### config.mk
export PLATFORM = sky130hd
export DESIGN_NAME = keypad_event_decoder_flat
export DESIGN_NICKNAME = d
export VERILOG_FILES = /design/src/rtl/keypad_event_decoder_if.sv /design/src/rtl/keypad_event_decoder.sv /design/src/flat_wrapper.sv
export SDC_FILE = /design/constraint.sdc
export NUM_CORES = 1
export LEC_CHECK = 0
export BUFFER_PORTS_ARGS = -buffer_cell sky130_fd_sc_hd__buf_4
export CORE_ASPECT_RATIO = 0.6
export CORE_MARGIN = 4
export CORE_UTILIZATION = 59
export DETAILED_ROUTE_END_ITERATION = 7
export PLACE_DENSITY = 0.79
export SYNTH_ARGS = -nofsm -noshare
export SYNTH_HDL_FRONTEND = slang
export SYNTH_SLANG_ARGS = --single-unit
### constraint.sdc
create_clock -name clk -period 3.8 [get_ports clk]
set_input_delay 0.19 -clock clk [delete_from_list [all_inputs] [get_ports clk]]
set_output_delay 0.19 -clock clk [all_outputs]
set_load 0.005 [all_outputs]
### src/rtl/keypad_event_decoder_if.sv
// Valid/ready handshake carrying one decoded calculator key code.
interface keypad_event_decoder_if;
  logic       key_valid;
  logic       key_ready;
  logic [3:0] key_code;

  modport master (output key_valid, output key_code, input key_ready);
  modport slave  (input key_valid, input key_code, output key_ready);
endinterface

### src/rtl/keypad_event_decoder.sv
// Turns the interleaved keypad scanner index stream into single debounced
// press events (valid/ready), plus held-level, release-pulse and overrun status.
module keypad_event_decoder #(
  parameter int unsigned DEBOUNCE_HITS  = 8,
  parameter int unsigned RELEASE_CYCLES = 8
) (
  input  logic                          clk,
  input  logic                          reset,
  input  logic [5:0]                    indice_boton,
  keypad_event_decoder_if.master        key_if,
  output logic                          key_pressed,
  output logic                          key_release,
  output logic                          overrun
);

  typedef enum logic [1:0] {
    IDLE     = 2'd0,
    DEBOUNCE = 2'd1,
    HELD     = 2'd2
  } state_t;

  localparam logic [7:0] HITS_NEEDED = 8'(DEBOUNCE_HITS);
  localparam logic [7:0] MISS_LIMIT  = 8'(RELEASE_CYCLES);

  state_t     state, state_n;
  logic [5:0] cand, cand_n;
  logic [7:0] hits, hits_n;
  logic [7:0] miss, miss_n;
  logic       emit;
  logic       release_n;
  logic       sample_valid;
  logic [7:0] hits_inc;
  logic [7:0] miss_inc;

  // Row/column fields with bit 2 of the field set (none, error) are not keys.
  assign sample_valid = ~indice_boton[5] & ~indice_boton[2];
  assign hits_inc     = hits + 8'd1;
  assign miss_inc     = miss + 8'd1;
  assign key_pressed  = (state == HELD);

  function automatic logic [3:0] key_map(input logic [1:0] row, input logic [1:0] col);
    logic [3:0] code;
    case ({row, col})
      4'h0: code = 4'h1;  4'h1: code = 4'h2;  4'h2: code = 4'h3;  4'h3: code = 4'hA;
      4'h4: code = 4'h4;  4'h5: code = 4'h5;  4'h6: code = 4'h6;  4'h7: code = 4'hB;
      4'h8: code = 4'h7;  4'h9: code = 4'h8;  4'hA: code = 4'h9;  4'hB: code = 4'hC;
      4'hC: code = 4'hE;  4'hD: code = 4'h0;  4'hE: code = 4'hF;  default: code = 4'hD;
    endcase
    return code;
  endfunction

  // Next-state, counter updates, emit and release decisions.
  always_comb begin
    state_n   = state;
    cand_n    = cand;
    hits_n    = hits;
    miss_n    = miss;
    emit      = 1'b0;
    release_n = 1'b0;
    case (state)
      IDLE: begin
        if (sample_valid) begin
          state_n = DEBOUNCE;
          cand_n  = indice_boton;
          hits_n  = 8'd1;
          miss_n  = '0;
        end
      end
      DEBOUNCE: begin
        if (sample_valid) begin
          if (indice_boton == cand) begin
            hits_n = hits_inc;
          end else begin
            cand_n = indice_boton;
            hits_n = 8'd1;
          end
          miss_n = '0;
        end else begin
          miss_n = miss_inc;
          if (miss_inc == MISS_LIMIT) begin
            state_n = IDLE;
            hits_n  = '0;
            miss_n  = '0;
          end
        end
      end
      HELD: begin
        if (indice_boton == cand) begin
          miss_n = '0;
        end else begin
          miss_n = miss_inc;
          if (miss_inc == MISS_LIMIT) begin
            state_n   = IDLE;
            miss_n    = '0;
            release_n = 1'b1;
          end
        end
      end
      default: state_n = IDLE;
    endcase
    // Acceptance is tested on the updated hit count from both IDLE and
    // DEBOUNCE, so a single required hit accepts on the first sighting.
    if (state != HELD && sample_valid && hits_n == HITS_NEEDED) begin
      state_n = HELD;
      emit    = 1'b1;
      hits_n  = '0;
      miss_n  = '0;
    end
  end

  // FSM state and debounce counters.
  always_ff @(posedge clk or negedge reset) begin
    if (!reset) begin
      state       <= IDLE;
      cand        <= '0;
      hits        <= '0;
      miss        <= '0;
      key_release <= 1'b0;
    end else begin
      state       <= state_n;
      cand        <= cand_n;
      hits        <= hits_n;
      miss        <= miss_n;
      key_release <= release_n;
    end
  end

  // Event holding register: load, consume, or drop with sticky overrun.
  always_ff @(posedge clk or negedge reset) begin
    if (!reset) begin
      key_if.key_valid <= 1'b0;
      key_if.key_code  <= '0;
      overrun          <= 1'b0;
    end else if (emit) begin
      if (!key_if.key_valid || key_if.key_ready) begin
        key_if.key_valid <= 1'b1;
        key_if.key_code  <= key_map(indice_boton[1:0], indice_boton[4:3]);
      end else begin
        overrun <= 1'b1;
      end
    end else if (key_if.key_ready) begin
      key_if.key_valid <= 1'b0;
    end
  end

endmodule
### src/flat_wrapper.sv
// flat-port wrapper written by rule: the top's interface ports become plain ports
module keypad_event_decoder_flat 
#(
  parameter int unsigned DEBOUNCE_HITS  = 8,
  parameter int unsigned RELEASE_CYCLES = 8
)
  (clk, reset, indice_boton, key_pressed, key_release, overrun, key_if_key_valid, key_if_key_code, key_if_key_ready);
  keypad_event_decoder_if key_if_i ();
  input  logic clk;
  input  logic reset;
  input  logic [5:0] indice_boton;
  output logic key_pressed;
  output logic key_release;
  output logic overrun;
  output wire logic [$bits(key_if_i.key_valid)-1:0] key_if_key_valid;
  output wire logic [$bits(key_if_i.key_code)-1:0] key_if_key_code;
  input wire logic [$bits(key_if_i.key_ready)-1:0] key_if_key_ready;
  assign key_if_key_valid = key_if_i.key_valid;
  assign key_if_key_code = key_if_i.key_code;
  assign key_if_i.key_ready = key_if_key_ready;
  keypad_event_decoder #(.DEBOUNCE_HITS(DEBOUNCE_HITS), .RELEASE_CYCLES(RELEASE_CYCLES)) u_core (.clk(clk), .reset(reset), .indice_boton(indice_boton), .key_if(key_if_i), .key_pressed(key_pressed), .key_release(key_release), .overrun(overrun));
endmodule
-- Yosys cells after proc, flatten, opt, wreduce, memory -nomap -nowiden
Memories as Yosys holds them, arrays and structs flattened. A register that Yosys moved wholly into a read port is not among the register bits.
Cells that the tools add are included.
- flip-flop bits (word level): 27
- bits in latches: 0
- RAM bits: 0
- ROM bits: 64
- bits of input ports: 9
- output and inout port bits: 8
- word-level logic and storage cells: 71
- memories kept: 1
- add/subtract/negate cells: 2
- multiply operators: 0
- div/mod/pow operators: 0
- order comparisons: 0
- eq/ne operators: 13
- shifts and indexed selects: 0
- mux-type cells: 29
- bitwise gates (word level): 4
- reduce and logical (&&, ||, !) cells: 15
- memories (memory ; depth ; bits a word ; rd ports ; clocked after Yosys merged registers in ; write ports ; RTL line ; RTL):
    (no name shown) ; 16 ; 4 ; 1 ; 1 ; 0 ; keypad_event_decoder.sv:43 ; case ({row, col})
- operators by type and width (kind ; number):
    $mux 8 ; 10
    $pmux 8 s3 ; 1
    $mux 6 ; 3
    $add 8x1->8 const B ; 2
    $eq 8x4->1 const B ; 2
    $pmux 8 s2 ; 1
    $pmux 6 s2 ; 1
    $mux 2 ; 5
    $reduce_and 2->1 ; 4
    $mux 1 ; 7
    $eq 6x6->1 ; 1
    $ne 2x2->1 const B ; 3
    $ne 3x3->1 const B ; 2
    $pmux 2 s3 ; 1
    $ne 2x1->1 const B ; 2
    $reduce_and 4->1 ; 1
    $reduce_bool 2->1 ; 2
    $reduce_bool 4->1 ; 1
    $ne 3x1->1 const B ; 1
    $not 1->1 ; 3
    $reduce_and 3->1 ; 1
    $eq 2x1->1 const B ; 1
    $eq 2x2->1 const B ; 1
    $logic_and 1x1->1 ; 2
    4 further kinds ; 5

-- Longest topological paths before layout
- depth after elaboration: 10
- mapped depth: 12
- gate-level depth less buffers: 10

-- Least setup slack after synthesis
No wires, ideal clock.
- path kind: register to register
- start: register u_core.state[0]
- end: register u_core.key_if.key_code[0]
- library setup time: 125 ps
- data arrival time: 2244 ps
- required time: 3675 ps
- setup slack: 1432 ps
- stages on the path, launching flop included: 11
- clock period less this slack: 2368 ps
- cell sequence: dfrtp_1 > inv_1 > ha_1 > buf_2 > and4b_1 > a21oi_2 > a22oi_1 > a21oi_2 > nand4b_4 > nor2b_2 > mux2_2
- longest elaborated chain between the ends: 6
- elaborated cells between the ends (all ways): 9
- those cells by class: 3 x eq/ne; 2 x mux; 4 x reduce/logical
- ends and longest elaborated chain (item ; RTL line ; RTL):
    start: declaration ; keypad_event_decoder.sv:25 ; state_t state, state_n;
    start signal: assignment ; keypad_event_decoder.sv:120 ; state <= state_n;
    $eq 2x1->1 or $logic_not 2->1 (tied branches) ; keypad_event_decoder.sv:60 ; case (state)
    $pmux 8 s2 ; keypad_event_decoder.sv:60 ;
    $eq 8x4->1 ; keypad_event_decoder.sv:103 ; if (state != HELD && sample_valid && hits_n == HITS_NEEDED) begin
    $logic_and 1x1->1 * ; keypad_event_decoder.sv:103 ;
    $mux 1 * ; keypad_event_decoder.sv:103 ;
    $reduce_and 2->1 (no line) * ; - ;
    end: declaration ; keypad_event_decoder_if.sv:7 ; modport master (output key_valid, output key_code, input key_ready);
Mark *: on every way between the ends. The rest lies on a longest branch, timed or not.
A chain may end at the register's enable or synchronous reset.

-- Final worst setup path
- start: register u_core.state[0]
- end: register u_core.key_if.key_code[1]
The elaborated chain is that of the path after synthesis.

==> qor.csv <==
metric;value;unit
slew-limit-headroom;37.70;%
hold_viol_final;0;
final_nets;243;
drive_above_1_share;21.24;%
crit_path_frequent_cell;a21oi_2;
synthArstFlopShare;100.0;%
ctsResizeCount;0;
synthTopCellsByCount;31 x dfrtp_1, 22 x nand2_1, 14 x o21ai_0, 10 x nor2_1;
post_dp_cell_area;2155;sq um
syn_area_per_cell;9.648;sq um
crit_chain;inv_1 > ha_1 > and4b_1 > a21oi_2 > a22oi_1 > a21oi_2 > nand4b_4 > nor2b_2 > mux2_2;
power.total;1.023;mW
worstMarginPinSlew;927.3;ps
syn_to_final_growth;12.11;%
vdd_drop_max;286.6;uV
place_hpwl;3431;microns
p_leak;1.094;nW
fmax;347.3;MHz
drc;0;
synth_edf_count;0;
num_antenna_cells;0;
ys_seq_area_share;38.11;%
outcome;finished clean;
cts.clk_slew.worst_paths;70;ps
synth_nets;229;
dr.pass1.iters;4;
synth_cell_types;54;
ys_ff_latch;31;
finalSetupTns;0;ps
routed_via_density;6.074;
antenna_found_initial;0;
dp_cells;262;
std_cell_rows;16;
cts_root_buffer;clkbuf_8;
grtUsageTotal;22.95;%
cts_tree;built;
period_share;75.78;%
yosys_warnings;0;
gr-total-overflow;0;
drv_slew;0;
setup_viol;0;
holdBufCountCts;1;
min_path_type;input port to flip-flop;
place_congestion;0.8928;
cts.sinks;31;
rsz0062_at_grt;no;
critPathMaxFanout;14;
drv_cap;0;
syn_area;2036;sq um
clock_latency;280;ps
synth_flop_cell;dfrtp_1;
clockBufferDepth;2;
cts_buffers;5;
antenna_left;0;
synth_area_leaders;dfrtp_1 38%, ha_1 5.5%, nand2_1 4.1%;
critPathSlowestCell;dfrtp_1;
syn_inst;211;
htree_levels;2;
crit_path_end_kind;flip-flop;
yosysMostFrequentCell;dfrtp_1;
slowest_delay;400;ps
critPathLaunchType;flip-flop;
synth_top_area_share;38.11;%
num_vias;1646;
drt-total-wl;4528;microns
crit_type;flip-flop to flip-flop;
grt_pass1_wl;7914;microns
yosysTopAreaCell;dfrtp_1;
cts_setup_buffers;0;
die_h;53.50;microns
fin_area;2282;sq um
drt-initial-drc-count;116;
final_cells;271;
grt_max_degree;32;
critical_path_required;3970;ps
initial_utilization;62.00;%
io_pins;17;
cp_data_arrival_time;3040;ps
detail_route.wl_per_cell;16.71;microns
fp.dieW;83.83;microns
io_buffers;16;
power_density;448.1;nW/um^2
skew;7.585;ps
core;3283;sq um
first_global_vias;1607;
die_area;4485;sq um
min_period;2880;ps
[cell type report]
type / count / area (sq um)
tap: 45 / 56.30
multi-input combinational: 161 / 1169
fill: 263 / 1001
timing repair buffer: 17 / 130.1
clock inverter: 2 / 35.03
inverter: 9 / 33.78
clock buffer: 6 / 82.58
sequential: 31 / 775.7
[routing by layer]
layer,part of all wire [%],up-vias,GRT usage (%)
li1,-,791,-
met1,49,797,33.14
met2,45,52,34.43
met3,5.4,6,5.599
met4,0.84,0,6.684
met5,0,-,0
[stage by stage]
stage               util, %  hold WS, ps  setup slack, ps
floorplan                 -       -105.6             1432
global placement      65.63        136.8             1123
detailed placement    65.63        148.3            942.8
CTS                   69.51        204.1            930.9
global route          69.51        206.4            725.3
finish                69.51        206.5            920.4
[power by group]
part	switching (mW)	internal (mW)	total (mW)	leakage (nW)
logic	0.174	0.119	0.293	0.614
registers	0.0327	0.361	0.393	0.419
clock network	0.124	0.212	0.336	0.0612
total	0.332	0.691	1.02	1.09
[worst max-delay path, delay by kind of cell (launching register included)]
kind,cells,cell delay [ps]
AO/OA/AOI/OAI,3,680
adder cells (fa/ha/maj),1,380
buffers and inverters,1,120
flip-flops,1,400
multiplexers,1,370
AND/OR/NAND/NOR,3,810
[registers in the layout, summed over array words and instances (netlist names)]
register	count
u_core.key_if.key_code	4
u_core.key_if.key_valid	1
u_core.state	2
u_core.miss	8
u_core.cand	6
u_core.overrun	1
u_core.key_release	1
u_core.hits	8
[path summary, 6_finish.rpt]
check	start	end	slack [ps]	depth (start not counted)
setup / recovery	u_core.state[0]	u_core.key_if.key_code[1]	920	9
hold / removal	key_if_key_ready	u_core.key_if.key_valid	210	3
setup reg to reg	u_core.state[0]	u_core.key_if.key_code[1]	920	9
hold reg to reg	u_core.overrun	u_core.overrun	490	1
max in group asynchronous	reset	u_core.hits[0]	3140	2
min in group asynchronous	reset	u_core.miss[4]	380	2
[logic make-up after synthesis]
group / synth area share, %
simple gates: 22.68
compound gates: 19.05
flops: 38.11
buf+inv: 4.486
xor+xnor: 4.610
fa+ha+maj: 5.532
mux: 5.531
[cells in the final DEF (no fill, tap or decap), drive strengths merged, types with 8 or more instances in the layout]
cell type / count
dfrtp: 31
nand2: 22
ha: 9
o21ai: 15
nand3: 10
inv: 9
a21oi: 11
buf: 16
nor2: 11
xnor2: 8
No activity file was read; power rests on OpenSTA's default activity.
